### src/rtl/alu_pipe.sv
// alu_pipe: registered ALU with valid/ready handshake, status flags and accumulator operand.
// Opcode {C,S}: logic ops (C=0) pass/and/or/not, arithmetic ops (C=1) add/sub/inc/dec.
module alu_pipe #(
  parameter int WIDTH = 8
) (
  input  logic             clk,
  input  logic             rst_n,
  input  logic             in_valid,
  output logic             in_ready,
  input  logic             C,
  input  logic [1:0]       S,
  input  logic [WIDTH-1:0] A,
  input  logic [WIDTH-1:0] B,
  input  logic             acc_sel,
  input  logic             acc_clr,
  output logic             out_valid,
  input  logic             out_ready,
  output logic [WIDTH:0]   F,
  output logic             zero,
  output logic             ovf
);
  localparam logic [WIDTH:0] ONE = (WIDTH+1)'(1);
  logic [WIDTH-1:0] acc_q, x;
  logic [WIDTH:0]   f_d, f_q;
  logic             ovf_d, ovf_q, zero_q, valid_q, accept;
  assign in_ready  = !valid_q || out_ready;
  assign accept    = in_valid && in_ready;
  assign out_valid = valid_q;
  assign F         = f_q;
  assign zero      = zero_q;
  assign ovf       = ovf_q;
  always_comb begin
    x = acc_sel ? acc_q : A;
    case ({C, S})
      3'b000:  f_d = {1'b0, x};
      3'b001:  f_d = {1'b0, x & B};
      3'b010:  f_d = {1'b0, x | B};
      3'b011:  f_d = {1'b0, ~x};
      3'b100:  f_d = {1'b0, x} + {1'b0, B};
      3'b101:  f_d = {1'b0, x} - {1'b0, B};
      3'b110:  f_d = {1'b0, x} + ONE;
      default: f_d = {1'b0, x} - ONE;
    endcase
    ovf_d = C && (S == 2'b00 ? (x[WIDTH-1] == B[WIDTH-1]) && (f_d[WIDTH-1] != x[WIDTH-1]) :
                  S == 2'b01 ? (x[WIDTH-1] != B[WIDTH-1]) && (f_d[WIDTH-1] != x[WIDTH-1]) :
                  S == 2'b10 ? x == {1'b0, {(WIDTH-1){1'b1}}} :
                               x == {1'b1, {(WIDTH-1){1'b0}}});
  end
  // acc_clr wins over the accept update, but the accepted op already used the old acc via x
  always_ff @(posedge clk or negedge rst_n) begin
    if (!rst_n) begin
      valid_q <= 1'b0;
      f_q     <= '0;
      zero_q  <= 1'b0;
      ovf_q   <= 1'b0;
      acc_q   <= '0;
    end else begin
      if (accept) begin
        valid_q <= 1'b1;
        f_q     <= f_d;
        zero_q  <= f_d[WIDTH-1:0] == '0;
        ovf_q   <= ovf_d;
      end else if (out_ready) begin
        valid_q <= 1'b0;
      end
      if (acc_clr) acc_q <= '0;
      else if (accept) acc_q <= f_d[WIDTH-1:0];
    end
  end
endmodule
### config.mk
export PLATFORM = sky130hd
export DESIGN_NAME = alu_pipe
export DESIGN_NICKNAME = d
export VERILOG_FILES = /design/src/rtl/alu_pipe.sv
export SDC_FILE = /design/constraint.sdc
export NUM_CORES = 1
export LEC_CHECK = 0
export BUFFER_PORTS_ARGS = -buffer_cell sky130_fd_sc_hd__buf_2
export CAP_MARGIN = 10
export CORE_MARGIN = 4
export CORE_UTILIZATION = 50
export DETAILED_ROUTE_END_ITERATION = 7
export PLACE_DENSITY = 0.76
export SYNTH_ARGS = -nofsm -noshare
export SYNTH_HDL_FRONTEND = slang
export SYNTH_SLANG_ARGS = --single-unit
### constraint.sdc
create_clock -name clk -period 2.3 [get_ports clk]
set_input_delay 0.23 -clock clk [delete_from_list [all_inputs] [get_ports clk]]
set_output_delay 0.23 -clock clk [all_outputs]
set_load 0.03 [all_outputs]
==> impl_results.md <==
- Status: finished with violations
- Failing checks: setup timing
- CP Launch Type: flip-flop
- Num CTS Buffers: 3
- Vias in the first global route: between 2k and 3k
- Fin nets: between 300 and 400
- Post-synth cell types: 55
- RSZ-0062 raised after global routing: yes
- Lkg Pwr: 1.37 nW
- Max-Cap Viols: 0
- Top Ports: 38
- Sink Count: 20
- Skew final: approximately 0.0024 ns
- Synth top area share: 0.255
- Pin count of the biggest net entering global routing: 21
- GRT Overall Usage: 0.298
- CP endpoint kind: flip-flop
- Seq/Total Area, Yosys: 0.255
- Per-cell routed wire length: ~21 um
- GRT met1 Usage: 0.322
- Via-to-Cell Ratio: ~6.6
- Worst hold slack: just under 0.2 ns
- Antenna Violating Nets Remaining: 0
- Final WS setup: -0.311 ns
- DP Wirelength: between 4000 and 5000 um
- Worst-Margin Slew: between 0.6 and 0.7 ns
- Met3 Usage GRT: 0.0639
- Slew headroom: 0.576
- Vias: ~2.5k
- Worst IR drop on VDD: about 0.00057 V
- P&R area growth vs syn: 54.3%
- Initial Util: 0.529
- Crit path required time: 2.48 ns
- IO buf count: 37
- RD Place Congestion: 0.905
- Fmax: ~380 MHz
- First-pass GRT wire length: 11900 um
- Clock Pin Slew Worst Setup and Hold Paths: around 0.080 ns
- Top_reg_cell synth: dfrtp_1
- Synth area leaders: dfrtp_1, ha_1, a21oi_1, nand2_1, o21ai_0
- Clock latency on the worst-skew pair: approximately 0.27 ns
- Count of warnings emitted by yosys: 0
- Crit Path Category: reg2reg
- Hold Vio Cnt, Final: 0
- DRT iter0 DRCs: roughly 230
- CTS tree: done
- Max Buffers Root-to-Sink: 2
- Max Fanout on Critical Path: 2
- Asr flop ratio synth: 1.00
- Commonest cells in the netlist: nand2_1, a21oi_1, dfrtp_1
- Initial antenna violation count: 0
- H-tree Lvls: 1
- Remaining DRCs: 0
- Min cycle time layout: 2.61 ns
- Area leader, netlist: dfrtp_1
- Cells after synthesis: around 250
- GRT met2 Usage: 0.523
- Pwr Density: 561 mW/mm2
- Pre-antenna DRT Iters: 7
- Number of synthesized register bits: 20
- Fin crit share: 1.14
- Final total power: 1.70 mW
- Worst min path class: in2reg
- Max Slew Vio Count: 0
- Final cell count without fillers: 380
- Chip Height: between 70 and 80 um
- Antenna diode count: 0
- Share of post-route cells with drive strength above 1: 0.479
- Layer with the highest usage: met2
- Post-Place Cells: 366
- Core outline area: around 0.0037 mm2
- Die ar.: between 0.004 and 0.005 mm2
- Die X: 70.7 um
- Clock Tree Root: clkbuf_8
- Syn_area_per_cell: 8.02 um2
- Final setup vio count: 11
- Syn_nets: roughly 280
- DRT Wirelength: just over 8000 um
- Mapped cell area: slightly below 0.002 mm2
- Arr. time, crit path: approximately 2.8 ns
- Count leader, synth: nand2_1
- Rows: 22
- Post-synth EDFFs: 0
- Gr ovfl total: 0
critical path, cell delays in order, from the launching register on:
cell	delay [ns]
dfrtp_1	0.40
mux2_4	0.30
ha_4	0.17
fa_2	0.37
a211oi_4	0.32
buf_6	0.15
o21ba_4	0.15
o21ai_4	0.06
a21oi_2	0.17
nand3_1	0.12
o41ai_2	0.31
area by class of cell:
cell class / count / area [um2]
fill: 228 / 684
tap: 48 / 60.1
sequential: 20 / 500
multi-input combinational: 200 / 1670
inverter: 11 / 61.3
timing repair buffer: 97 / 681
clock buffer: 4 / 55.1
routing by layer:
layer  wire length, um  part of all wire
met5                 0                 0
met4               535             0.066
met3               682             0.085
met2              4030              0.50
met1              2800              0.35
cells in the final DEF, fill, tap and decap left out, drive strengths merged, types with 4 or more instances in the layout:
cell type,Yosys,routed
mux2i,8,8
dfrtp,20,20
nor4,5,5
o211ai,4,4
nand3,9,9
nor3,4,4
nand2b,8,8
mux2,8,8
a21oi,22,22
ha,11,11
buf,7,96
clkbuf,7,4
nand2,25,25
inv,11,11
nor2,18,18
a211oi,5,5
o21ai,19,19
a21o,4,4
sequential cells by signal, indices dropped and copies added (netlist names):
| register | flops |
|---|---|
| zero | 1 |
| out_valid | 1 |
| acc_q | 8 |
| ovf | 1 |
| F | 9 |
per-stage QoR:
step	cell area, um2	TNS, ns	setup slack, ns	utilization
2_1_floorplan	2130	-0.965	-0.181	-
3_3_place_gp	2650	-4.49	-0.529	0.714
3_5_place_dp	2650	-5.25	-0.602	0.714
4_1_cts	2930	-1.10	-0.216	0.787
5_1_grt	3030	-2.74	-0.373	0.816
6_report	3030	-1.89	-0.311	0.816
kinds of logic after synthesis:
kind of cell / Yosys count / synth area share
xor gates and xnor gates: 5 / 0.0223
buffers and inverters: 25 / 0.0535
and+or+nand+nor: 89 / 0.229
AOI/OAI and AO/OA: 78 / 0.266
muxes: 16 / 0.0943
DFF: 20 / 0.255
adders and majority gates: 12 / 0.0803
timing repair:
action	in CTS	in global routing
setup buffers	7	4
resized for setup	36	20
endpoints found under the setup margin	10	13
hold buffers	1	0
gates cloned	0	0
hold endpoints to repair	20	0
pin swaps	32	22
path summary, 6_finish.rpt:
check	start	to	slack (ns)	depth (start not counted)
max in group asynchronous	rst_n	F[6]	1.52	2
hold reg to reg	F[5]	F[5]	0.49	2
setup reg to reg	acc_q[0]	zero	-0.31	10
min in group asynchronous	rst_n	out_valid	0.45	2
setup / recovery	acc_q[0]	zero	-0.31	10
hold / removal	in_valid	out_valid	0.19	2
report_power, final:
group	switching [mW]	leakage (nW)	internal (mW)
combinational	0.538	1.09	0.435
clock	0.137	0.0288	0.153
sequential	0.0360	0.251	0.403
total	0.711	1.37	0.991
No activity file was read; power rests on OpenSTA's default activity.
